===== src/rtl/regfile_writeback_queue.sv =====
// Round-robin ALU/load result queue draining one entry per cycle into the register file write port.
// Latency: accept at edge E, write_en high after E+1; ready drops whenever fill == DEPTH.
module regfile_writeback_queue #(
  parameter int DATA_W = 16,
  parameter int IDX_W  = 5,
  parameter int DEPTH  = 4
) (
  input  logic                     clk,
  input  logic                     reset_n,
  input  logic                     alu_valid,
  output logic                     alu_ready,
  input  logic [IDX_W-1:0]         alu_index,
  input  logic [DATA_W-1:0]        alu_data,
  input  logic                     mem_valid,
  output logic                     mem_ready,
  input  logic [IDX_W-1:0]         mem_index,
  input  logic [DATA_W-1:0]        mem_data,
  input  logic                     write_hold,
  output logic                     write_en,
  output logic [IDX_W-1:0]         write_index,
  output logic [DATA_W-1:0]        write_data,
  input  logic [IDX_W-1:0]         q1_index,
  input  logic [IDX_W-1:0]         q2_index,
  output logic                     q1_hit,
  output logic                     q2_hit,
  output logic [DATA_W-1:0]        q1_data,
  output logic [DATA_W-1:0]        q2_data,
  output logic [$clog2(DEPTH):0]   fill
);

  localparam int PTR_W = $clog2(DEPTH);
  localparam int CNT_W = PTR_W + 1;

  typedef struct packed {
    logic [IDX_W-1:0]  idx;
    logic [DATA_W-1:0] dat;
  } entry_t;

  typedef enum logic {SRC_ALU, SRC_MEM} src_e;

  entry_t           queue_q [DEPTH];
  logic [PTR_W-1:0] head_q;
  logic [PTR_W-1:0] tail_q;
  src_e             last_grant_q;

  logic   room;
  logic   alu_win;
  logic   mem_win;
  logic   alu_xfer;
  logic   mem_xfer;
  logic   push;
  logic   pop;
  entry_t push_entry;

  // Room ignores a same-edge pop so ready never depends on write_hold.
  assign room      = fill < CNT_W'(DEPTH);
  assign alu_win   = alu_valid && (!mem_valid || last_grant_q == SRC_MEM);
  assign mem_win   = mem_valid && (!alu_valid || last_grant_q == SRC_ALU);
  assign alu_ready = alu_win && room;
  assign mem_ready = mem_win && room;
  assign alu_xfer  = alu_valid && alu_ready;
  assign mem_xfer  = mem_valid && mem_ready;
  assign push      = alu_xfer || mem_xfer;
  assign pop       = (fill != '0) && !write_hold;
  assign push_entry = alu_xfer ? {alu_index, alu_data} : {mem_index, mem_data};

  always_ff @(posedge clk) begin
    if (push) queue_q[tail_q] <= push_entry;
  end

  always_ff @(posedge clk or negedge reset_n) begin
    if (!reset_n) begin
      head_q       <= '0;
      tail_q       <= '0;
      fill         <= '0;
      last_grant_q <= SRC_MEM;
      write_en     <= 1'b0;
      write_index  <= '0;
      write_data   <= '0;
    end else begin
      if (push) tail_q <= tail_q + PTR_W'(1);
      if (pop)  head_q <= head_q + PTR_W'(1);
      fill <= fill + CNT_W'(push) - CNT_W'(pop);
      if (alu_xfer)      last_grant_q <= SRC_ALU;
      else if (mem_xfer) last_grant_q <= SRC_MEM;
      write_en <= pop;
      if (pop) begin
        write_index <= queue_q[head_q].idx;
        write_data  <= queue_q[head_q].dat;
      end
    end
  end

  logic [IDX_W-1:0]  q_idx [2];
  logic              q_hit [2];
  logic [DATA_W-1:0] q_dat [2];

  assign q_idx[0] = q1_index;
  assign q_idx[1] = q2_index;

  // Scan oldest to newest so the youngest matching entry overrides older ones.
  always_comb begin
    for (int p = 0; p < 2; p++) begin
      q_hit[p] = write_en && (write_index == q_idx[p]);
      q_dat[p] = write_data;
      for (int i = 0; i < DEPTH; i++) begin
        if ((CNT_W'(i) < fill) && (queue_q[head_q + PTR_W'(i)].idx == q_idx[p])) begin
          q_hit[p] = 1'b1;
          q_dat[p] = queue_q[head_q + PTR_W'(i)].dat;
        end
      end
      if (!q_hit[p]) q_dat[p] = '0;
    end
  end

  assign q1_hit  = q_hit[0];
  assign q2_hit  = q_hit[1];
  assign q1_data = q_dat[0];
  assign q2_data = q_dat[1];

endmodule


===== config.mk =====
export PLATFORM = sky130hd
export DESIGN_NAME = regfile_writeback_queue
export DESIGN_NICKNAME = d
export VERILOG_FILES = /design/src/rtl/regfile_writeback_queue.sv
export SDC_FILE = /design/constraint.sdc
export NUM_CORES = 1
export LEC_CHECK = 0
export CELL_PAD_IN_SITES_DETAIL_PLACEMENT = 1
export CELL_PAD_IN_SITES_GLOBAL_PLACEMENT = 1
export CORE_ASPECT_RATIO = 1.5
export CORE_MARGIN = 3
export CORE_UTILIZATION = 47
export DETAILED_ROUTE_END_ITERATION = 12
export PLACE_DENSITY_LB_ADDON = 0.1
export SYNTH_ARGS = -nofsm -noshare
export SYNTH_HDL_FRONTEND = slang
export SYNTH_SLANG_ARGS = --single-unit

===== constraint.sdc =====
create_clock -name clk -period 8.8 [get_ports clk]
set_input_delay 1.32 -clock clk [delete_from_list [all_inputs] [get_ports clk]]
set_output_delay 1.32 -clock clk [all_outputs]
set_load 0.02 [all_outputs]

==> flow_summary.json, run 1 <==
{
  "post_cts_buffers": 0,
  "peakVddDrop_mv": 0.244,
  "grt_pass1_wl_um": 43900,
  "syn_area_per_cell_um2": 9.97,
  "slew_headroom": 0.115,
  "grt_overflow": 0,
  "power_density_nw_per_um2": 416,
  "path_cells": "buf_4 > mux4_2 > xnor2_1 > nand2b_1 > or2_1 > nand2_1 > nor4_2 > buf_4 > a211oi_1 > clkdlybuf4s50_1",
  "grt_pass1_vias": 7497,
  "hold_path.class": "register to register",
  "clkLatencyLatePin_ns": 0.43,
  "crit_path_max_fanout": 71,
  "ys_types": 49,
  "p_comb_frac": 0.610,
  "ys_async_sr_fraction": 0.263,
  "clkPwrFrac": 0.163,
  "wirelength_um": 27800,
  "cts_num_sinks": 114,
  "seq_area_frac_synth": 0.392,
  "synth-main-ff-cell": "edfxtp_1",
  "slew_viol_final": 0,
  "cts_made_buffers": 17,
  "cts_tree": "yes",
  "dp.final_hpwl_um": 20000,
  "max_stage_delay_ns": 0.72,
  "worst_slew_pin_slew_ns": 1.33,
  "fin_crit_ns": 6.50,
  "grt_max_degree": 81,
  "slowest_stage": "or2_1",
  "io_buffers": 117,
  "die_height_um": 169,
  "antenna_found_initial": 0,
  "placedCellCount": 1108,
  "clockBufferDepth": 2,
  "p_leak_nw": 3.65,
  "cp-start-kind": "register",
  "most-common-layout-cells": "145 x nand2_1, 117 x clkdlybuf4s50_1, 84 x edfxtp_1, 68 x o21ai_0, 41 x xnor2_1",
  "p_seq_frac": 0.227,
  "tns_ns": 0,
  "final_core_util": 0.581,
  "diodes": 0,
  "io_pins": 118,
  "num_rows": 59,
  "syn-num-nets": 905,
  "internal-power_mw": 2.19,
  "final_min_period_over_clock_period": 0.738,
  "power.switching_mw": 2.01,
  "drt_iter0_markers": 575,
  "nets": 980,
  "drive_gt1_frac": 0.141,
  "gp_congestion": 0.886,
  "crit_type": "register to output port",
  "cts_hold_buf": 0,
  "wire_per_inst_um": 24.4,
  "die_w_um": 115,
  "postRouteAntennaNets": 0,
  "swShare": 0.479,
  "syn_to_final_growth_pct": 21.0,
  "endpoint_kind": "output port",
  "grt_use_total": 0.294,
  "status": "complete, no violations",
  "arrival_ns": 5.18,
  "synthCells": 839,
  "post_cts_resize_count": 0,
  "max_clock_freq_ghz": 0.154,
  "drt_first_pass_iters": 5,
  "synth_area_um2": 8360,
  "rsz0062_at_grt": "false",
  "synth_seq_cells": 114,
  "post-route-drc-count": 0,
  "vias": 7131,
  "hold_viol": 0,
  "final_common_cell": "nand2_1",
  "die_area_um2": 19500,
  "start_util": 0.480,
  "cts_root_buffer": "clkbuf_16",
  "synth_edf_count": 84,
  "core-area_um2": 17400,
  "cp_common_cell": "buf_4",
  "clk_pin_slew_ns": 0.06,
  "fin_skew_ns": 0.0117,
  "stdcell_count": 1140,
  "drv_cap": 0,
  "cts.htree.levels": 4,
  "finalSetupViolCount": 0,
  "required_ns": 7.48,
  "routed_via_density": 6.26,
  "ys_warn_count": 0
}
-- critical path: cells and delay by family (launching register included) --
family	cells	cell delay, ns
flops	1	0.67
compound gates	1	0.10
buf+inv	3	1.56
simple gates	4	1.56
xor+xnor	1	0.15
mux	1	0.65
-- power groups by stage --
| stage | sequential, mW | clock, mW | combinational (mW) |
|---|---|---|---|
| after floorplan | 0.942 | 0 | 1.72 |
| after global placement | 0.938 | 0 | 2.43 |
| after detailed placement | 0.961 | 0 | 2.52 |
| after CTS | 0.956 | 0.691 | 2.55 |
| after global routing | 0.981 | 0.714 | 2.76 |
| final | 0.955 | 0.687 | 2.56 |
-- synth_stat cells, types with 3 or more instances --
master    number  area share
a211oi_1      17       0.015
a211oi_2      16       0.024
a21oi_1       19       0.011
a221oi_1      22       0.023
a221oi_2      10       0.018
and2_1        19       0.014
buf_1          3      0.0013
buf_2         14      0.0084
buf_6         10       0.013
clkbuf_1      49       0.022
dfrtp_1       29       0.087
edfxtp_1      84        0.30
ha_1           8       0.012
inv_1         16      0.0072
mux2_2        17       0.023
mux2i_1       40       0.048
mux4_2        17       0.046
nand2_1      145       0.065
nand4_1        7      0.0052
nor2_1        18      0.0081
nor2b_1       17       0.013
nor3_1        33       0.020
nor3_2         3      0.0036
o211ai_1      17       0.015
o211ai_2      16       0.024
o21a_1        16       0.014
o21ai_0       68       0.041
o31a_1        15       0.016
o31ai_1       16       0.014
or3_1          4      0.0030
xnor2_1       41       0.043
xor2_1        13       0.014
-- layout make-up --
class	count	area [um2]
inverters	17	63.8
multi-input cells	630	4640
fillers	1897	7300
repair buffers	134	1300
flip-flops and latches	114	3280
clock inverters	12	135
clock buffers	20	437
well taps	213	267
-- final timing paths --
kind / to / slack, ns / depth (start not counted) / from
min: last_grant_q / 0.54 / 2 / last_grant_q
min reg2reg: last_grant_q / 0.54 / 2 / last_grant_q
min in group asynchronous: write_data[1] / 1.31 / 2 / reset_n
max: q1_data[12] / 2.30 / 10 / head_q[0]
max in group asynchronous: head_q[1] / 7.12 / 2 / reset_n
max reg2reg: fill[2] / 5.22 / 9 / fill[0]
-- flip-flops by register name, summed over array words and instances, names as in the netlist --
signal and count:
queue_q 84, write_data 16, write_index 5, fill 3
head_q 2, tail_q 2, last_grant_q 1, write_en 1
-- cells by family (layout without fill, tap and decap cells) --
group,Yosys count,in the layout,synth area share
AND/OR/NAND/NOR,258,258,0.144
buffers and inverters,95,183,0.0561
AO/OA/AOI/OAI,234,234,0.218
flip-flops,114,114,0.392
XOR/XNOR,54,54,0.0566
multiplexers,75,75,0.120
adder cells (fa/ha/maj),9,9,0.0144
-- routing by layer --
layer	wire length, um	track usage
met2	13500	0.480
met5	0	0
met3	1680	0.0464
met1	12000	0.404
met4	573	0.0878
-- through the flow --
| stage | hold WS (ns) | power (mW) | setup WS (ns) | cell area [um2] |
|---|---|---|---|---|
| after floorplan | 0.485 | 2.66 | 4.16 | 8360 |
| after global placement | 0.500 | 3.36 | 2.70 | 9550 |
| after detailed placement | 0.522 | 3.48 | 2.72 | 9550 |
| after CTS | 0.532 | 4.19 | 2.31 | 10100 |
| after global routing | 0.552 | 4.46 | 1.89 | 10100 |
| final | 0.538 | 4.21 | 2.30 | 10100 |
Power figures use the tool's default switching activity.
==> inputs of run 2 (changes only) <==
--- a/config.mk
+++ b/config.mk
@@ -9,7 +9,7 @@
 export CELL_PAD_IN_SITES_GLOBAL_PLACEMENT = 1
 export CORE_ASPECT_RATIO = 1.5
 export CORE_MARGIN = 3
-export CORE_UTILIZATION = 47
+export CORE_UTILIZATION = 39
 export DETAILED_ROUTE_END_ITERATION = 12
 export PLACE_DENSITY_LB_ADDON = 0.1
 export SYNTH_ARGS = -nofsm -noshare
==> constraint.sdc (replaced) <==
create_clock -name clk -period 5.4 [get_ports clk]
set_input_delay 0.81 -clock clk [delete_from_list [all_inputs] [get_ports clk]]
set_output_delay 0.81 -clock clk [all_outputs]
set_load 0.02 [all_outputs]
==> run 2 against run 1 <==
Compared with the run above:
- cell area rose by 0.99%
- sequential power rose by 62%
- routed wire length fell by 3.9%
- register-to-register slack got worse by 2.9 ns
- via count fell by 1.9%
- non-clock buffer count rose by 7
- critical path depth rose by 1
- cell count rose by 5.4%
- power rose by 61%
- clock skew rose by 0.0069 ns
- critical path type unchanged
==> flow_summary.json, run 2 (synthesized netlist as in run 1, its figures left out) <==
{
  "final_cell_area_um2": 10200,
  "die_height_um": 185,
  "drt_first_pass_iters": 5,
  "post-route-drc-count": 0,
  "wire_per_inst_um": 22.2,
  "cts_made_buffers": 17,
  "io_pins": 118,
  "p_leak_nw": 3.67,
  "peakVddDrop_mv": 0.346,
  "required_ns": 4.59,
  "gp_congestion": 0.967,
  "grt_pass1_vias": 7220,
  "slew_headroom": 0.169,
  "cts_tree": "yes",
  "postRouteAntennaNets": 0,
  "drt_iter0_markers": 455,
  "status": "complete, no violations",
  "p_seq_frac": 0.230,
  "p_comb_frac": 0.616,
  "placed_area_um2": 9670,
  "arrival_ns": 4.24,
  "max_clock_freq_ghz": 0.198,
  "cts.htree.levels": 4,
  "stdcell_count": 1202,
  "dp.final_hpwl_um": 20100,
  "start_util": 0.397,
  "clkLatencyLatePin_ns": 0.43,
  "rsz0062_at_grt": "false",
  "tns_ns": 0,
  "internal-power_mw": 3.55,
  "nets": 987,
  "cts_root_buffer": "clkbuf_16",
  "drive_gt1_frac": 0.151,
  "fin_crit_ns": 5.05,
  "clockBufferDepth": 2,
  "cp-start-kind": "register",
  "clkPwrFrac": 0.154,
  "antenna_found_initial": 0,
  "wirelength_um": 26700,
  "slew_viol_final": 0,
  "largest_register_ff_count": 84,
  "power.switching_mw": 3.22,
  "drv_cap": 0,
  "clk_pin_slew_ns": 0.06,
  "fillCellCount": 2344,
  "vias": 6997,
  "hold_viol": 0,
  "endpoint_kind": "output port",
  "grt_overflow": 0,
  "syn_to_final_growth_pct": 22.2,
  "largest-register": "queue_q",
  "hold_path.class": "register to register",
  "most-common-layout-cells": "145 x nand2_1, 117 x clkdlybuf4s50_1, 84 x edfxtp_1, 68 x o21ai_0, 41 x xnor2_1",
  "final_min_period_over_clock_period": 0.936,
  "swShare": 0.475,
  "placedCellCount": 1170,
  "finalSetupViolCount": 0,
  "crit_path_max_fanout": 31,
  "routed_via_density": 5.82,
  "grt_max_degree": 81,
  "cts_num_sinks": 114,
  "power_density_nw_per_um2": 662,
  "fin_skew_ns": 0.0186,
  "top_regs": "queue_q (84), write_data (16), write_index (5)",
  "io_buffers": 117,
  "worst_slew_pin_slew_ns": 1.25,
  "die_area_um2": 23300,
  "final_core_util": 0.485,
  "die_w_um": 126,
  "num_rows": 65,
  "crit_type": "register to output port",
  "final_common_cell": "nand2_1",
  "grt_pass1_wl_um": 41500,
  "core-area_um2": 21100,
  "diodes": 0,
  "grt_use_total": 0.230
}
run 2: critical path, stage by stage, from the launching register on:
cell and delay (ns):
dfrtp_4 0.70, mux4_2 0.63, xnor2_1 0.17, nand2_1 0.07
buf_4 0.21, or3_1 0.35, buf_4 0.23, nand2_4 0.09
nor4b_4 0.04, buf_4 0.25, a211oi_2 0.36, clkdlybuf4s50_1 0.68
run 2: through the flow:
| stage | total power [mW] | worst slack [ns] | hold WS (ns) |
|---|---|---|---|
| 2_1_floorplan | 4.34 | 1.73 | 0.485 |
| 3_3_place_gp | 5.59 | 0.642 | 0.499 |
| 3_5_place_dp | 5.70 | 0.592 | 0.534 |
| 4_1_cts | 6.78 | 0.173 | 0.546 |
| 5_1_grt | 7.22 | 0.142 | 0.585 |
| 6_report | 6.77 | 0.348 | 0.539 |
run 2: path summary, 6_finish.rpt:
kind,slack [ns],from,to,depth (start not counted)
max in group asynchronous,4.24,reset_n,head_q[0],2
hold reg to reg,0.54,last_grant_q,last_grant_q,2
setup / recovery,0.35,head_q[0],q2_data[8],11
hold / removal,0.54,last_grant_q,last_grant_q,2
min in group asynchronous,0.80,reset_n,write_index[3],2
setup reg to reg,2.28,fill[0],fill[2],9
run 2: timing repair:
item,4_1_cts,5_1_grt
hold buffers,0,0
endpoints found under the setup margin,0,6
resized for setup,0,1
buffers inserted,0,0
run 2: final cells by class:
type / instances / area [um2] / share of cell area
timing repair buffer: 141 / 1350 / 0.132
sequential: 114 / 3280 / 0.321
clock inverter: 13 / 115 / 0.0113
tap: 268 / 335 / 0.0328
multi-input combinational: 630 / 4640 / 0.454
inverter: 17 / 63.8 / 0.00625
clock buffer: 19 / 433 / 0.0424
run 2: routing by layer:
layer,GRT usage,part of all wire
met3,0.0450,0.050
met4,0.0590,0.014
met5,0,0
met1,0.314,0.46
met2,0.379,0.48
run 2: power by group through the flow:
| stage | Clock [mW] | Combinational (mW) | Sequential (mW) |
|---|---|---|---|
| finish | 1.05 | 4.17 | 1.55 |
| global route | 1.11 | 4.51 | 1.60 |
| CTS | 1.07 | 4.15 | 1.55 |
| detailed placement | 0 | 4.13 | 1.57 |
| global placement | 0 | 4.05 | 1.54 |
| floorplan | 0 | 2.81 | 1.53 |
==> inputs of run 3 (changes only) <==
--- a/config.mk
+++ b/config.mk
@@ -11,7 +11,7 @@
 export CORE_MARGIN = 3
 export CORE_UTILIZATION = 39
 export DETAILED_ROUTE_END_ITERATION = 12
-export PLACE_DENSITY_LB_ADDON = 0.1
+export PLACE_DENSITY = 0.73
 export SYNTH_ARGS = -nofsm -noshare
 export SYNTH_HDL_FRONTEND = slang
 export SYNTH_SLANG_ARGS = --single-unit
==> run 3 against run 2 <==
Compared with the run above:
- sequential share of layout area shrank 0.37 points
- clock power grew 21%
- setup slack lost 0.027 ns
- flip-flop and latch count is the same
- clock skew shrank 0.013 ns
- global-route usage shrank 2.1 points
- cell count is essentially flat
- critical path depth shrank 1
- sequential power is essentially flat
- routed wire length shrank 8.9%
- via count shrank 2.8%
- non-clock buffer count grew 1
- largest power group unchanged
==> flow_summary.json, run 3 (synthesized netlist as in run 1, its figures left out) <==
{
  "wirelength_um": 24300,
  "holdPathStages": 2,
  "cts_num_sinks": 114,
  "die_w_um": 126,
  "final_core_util": 0.490,
  "p_seq_frac": 0.224,
  "routed_via_density": 5.65,
  "start_util": 0.397,
  "swShare": 0.457,
  "power_density_nw_per_um2": 668,
  "fin_skew_ns": 0.00583,
  "drive_gt1_frac": 0.152,
  "grt_use_total": 0.210,
  "status": "complete, no violations",
  "hold_ws_ns": 0.518,
  "stdcell_count": 1203,
  "fin_crit_ns": 5.08,
  "slew_viol_final": 0,
  "top_regs": "queue_q (84), write_data (16), write_index (5)",
  "p_leak_nw": 3.74,
  "final_common_cell": "nand2_1",
  "p_comb_frac": 0.592,
  "endpoint_kind": "output port",
  "grt_overflow": 0,
  "worst_slack_ns": 0.321,
  "crit_path_max_fanout": 23,
  "most-common-layout-cells": "145 x nand2_1, 117 x clkdlybuf4s50_1, 84 x edfxtp_1, 68 x o21ai_0, 41 x xnor2_1",
  "largest_register_ff_count": 84,
  "clockBufferDepth": 2,
  "post_cts_resize_count": 0,
  "finalSetupViolCount": 0,
  "cts_tree": "yes",
  "cts_root_buffer": "clkbuf_16",
  "io_buffers": 117,
  "post-route-drc-count": 0,
  "hold_viol": 0,
  "clkLatencyLatePin_ns": 0.42,
  "syn_to_final_growth_pct": 23.5,
  "tns_ns": 0,
  "place_worst_setup_slack_ns": 0.757,
  "slew_headroom": 0.383,
  "drt_iter0_markers": 502,
  "diodes": 0,
  "required_ns": 4.59,
  "p_total_mw": 6.90,
  "nets": 988,
  "grt_max_degree": 80,
  "cts_made_buffers": 17,
  "largest-register": "queue_q",
  "hold_path.class": "register to register",
  "die_height_um": 185,
  "cts.htree.levels": 4,
  "final_min_period_over_clock_period": 0.941,
  "fillCellCount": 2269,
  "dp.final_hpwl_um": 18500,
  "holdPathEnd": "last_grant_q",
  "grt_pass1_vias": 6711,
  "core-area_um2": 21100,
  "io_pins": 118,
  "r2r_end": "fill[2]",
  "hold_start": "last_grant_q",
  "clkPwrFrac": 0.184,
  "placedCellCount": 1171,
  "r2r_cells": 9,
  "vias": 6800,
  "antenna_found_initial": 0,
  "drv_cap": 0,
  "crit_type": "register to output port",
  "power.switching_mw": 3.16,
  "peakVddDrop_mv": 0.302,
  "arrival_ns": 4.27,
  "die_area_um2": 23300,
  "max_clock_freq_ghz": 0.197,
  "cp-start-kind": "register",
  "r2r-start": "fill[0]",
  "worst_slew_pin_slew_ns": 0.926,
  "cts_hold_buf": 0,
  "grt_pass1_wl_um": 38300,
  "placed_area_um2": 9670,
  "ff2ff_setup_slack_ns": 2.32,
  "num_rows": 65,
  "rsz0062_at_grt": "false",
  "gp_congestion": 0.925,
  "drt_first_pass_iters": 5,
  "wire_per_inst_um": 20.2,
  "postRouteAntennaNets": 0,
  "clk_pin_slew_ns": 0.06,
  "final_cell_area_um2": 10300,
  "internal-power_mw": 3.74,
  "post_cts_buffers": 0
}
[run 3: cell types whose count changed in the layout (fill, tap and decap cells not counted)]
cell,before,now
buf_4,24,25
clkinv_4,3,4
clkbuf_1,2,0
clkinv_1,1,3
bufinv_16,1,5
dfrtp_4,2,1
inv_6,1,4
clkinv_2,4,0
dfrtp_2,0,1
clkinvlp_4,4,0
[run 3: critical path: stages (launching register included)]
cell and delay [ns]:
dfrtp_2 0.75, mux4_2 0.66, xnor2_1 0.17, nand2_1 0.09, buf_4 0.21, or3_1 0.36, buf_4 0.22, o211ai_1 0.22
a221oi_1 0.13, a211oi_2 0.36, clkdlybuf4s50_1 0.67
[run 3: worst max path at each step]
stage / cells after the start / endpoint / from / slack, ns
floorplan: 11 / q1_data[6] / head_q[0] / 1.73
global placement: 10 / q2_data[11] / q2_index[4] / 0.81
detailed placement: 10 / q2_data[11] / q2_index[3] / 0.76
CTS: 9 / q2_data[11] / head_q[0] / 0.31
global route: 10 / q2_data[11] / head_q[0] / 0.11
finish: 10 / q2_data[11] / head_q[0] / 0.32
[run 3: power by group through the flow]
stage	Sequential, mW	Combinational [mW]	Clock (mW)
2_1_floorplan	1.53	2.81	0
3_3_place_gp	1.54	3.99	0
3_5_place_dp	1.57	4.04	0
4_1_cts	1.55	4.07	1.29
5_1_grt	1.59	4.43	1.33
6_report	1.55	4.08	1.27
[run 3: cell type report]
cell class	instances	area, um2	area share
Clock buffer	17	425	0.0412
Clock inverter	15	228	0.0220
Inverter	17	63.8	0.00618
Multi-Input combinational cell	630	4640	0.449
Sequential cell	114	3280	0.318
Tap cell	268	335	0.0325
Timing Repair Buffer	142	1360	0.132
[run 3: layer usage]
metal / GRT usage / routed length, um / up-vias
met5: 0 / 0 / -
met4: 0.0586 / 420 / 0
met3: 0.0346 / 965 / 21
met2: 0.351 / 11800 / 165
met1: 0.282 / 11100 / 3334
li1: - / - / 3280
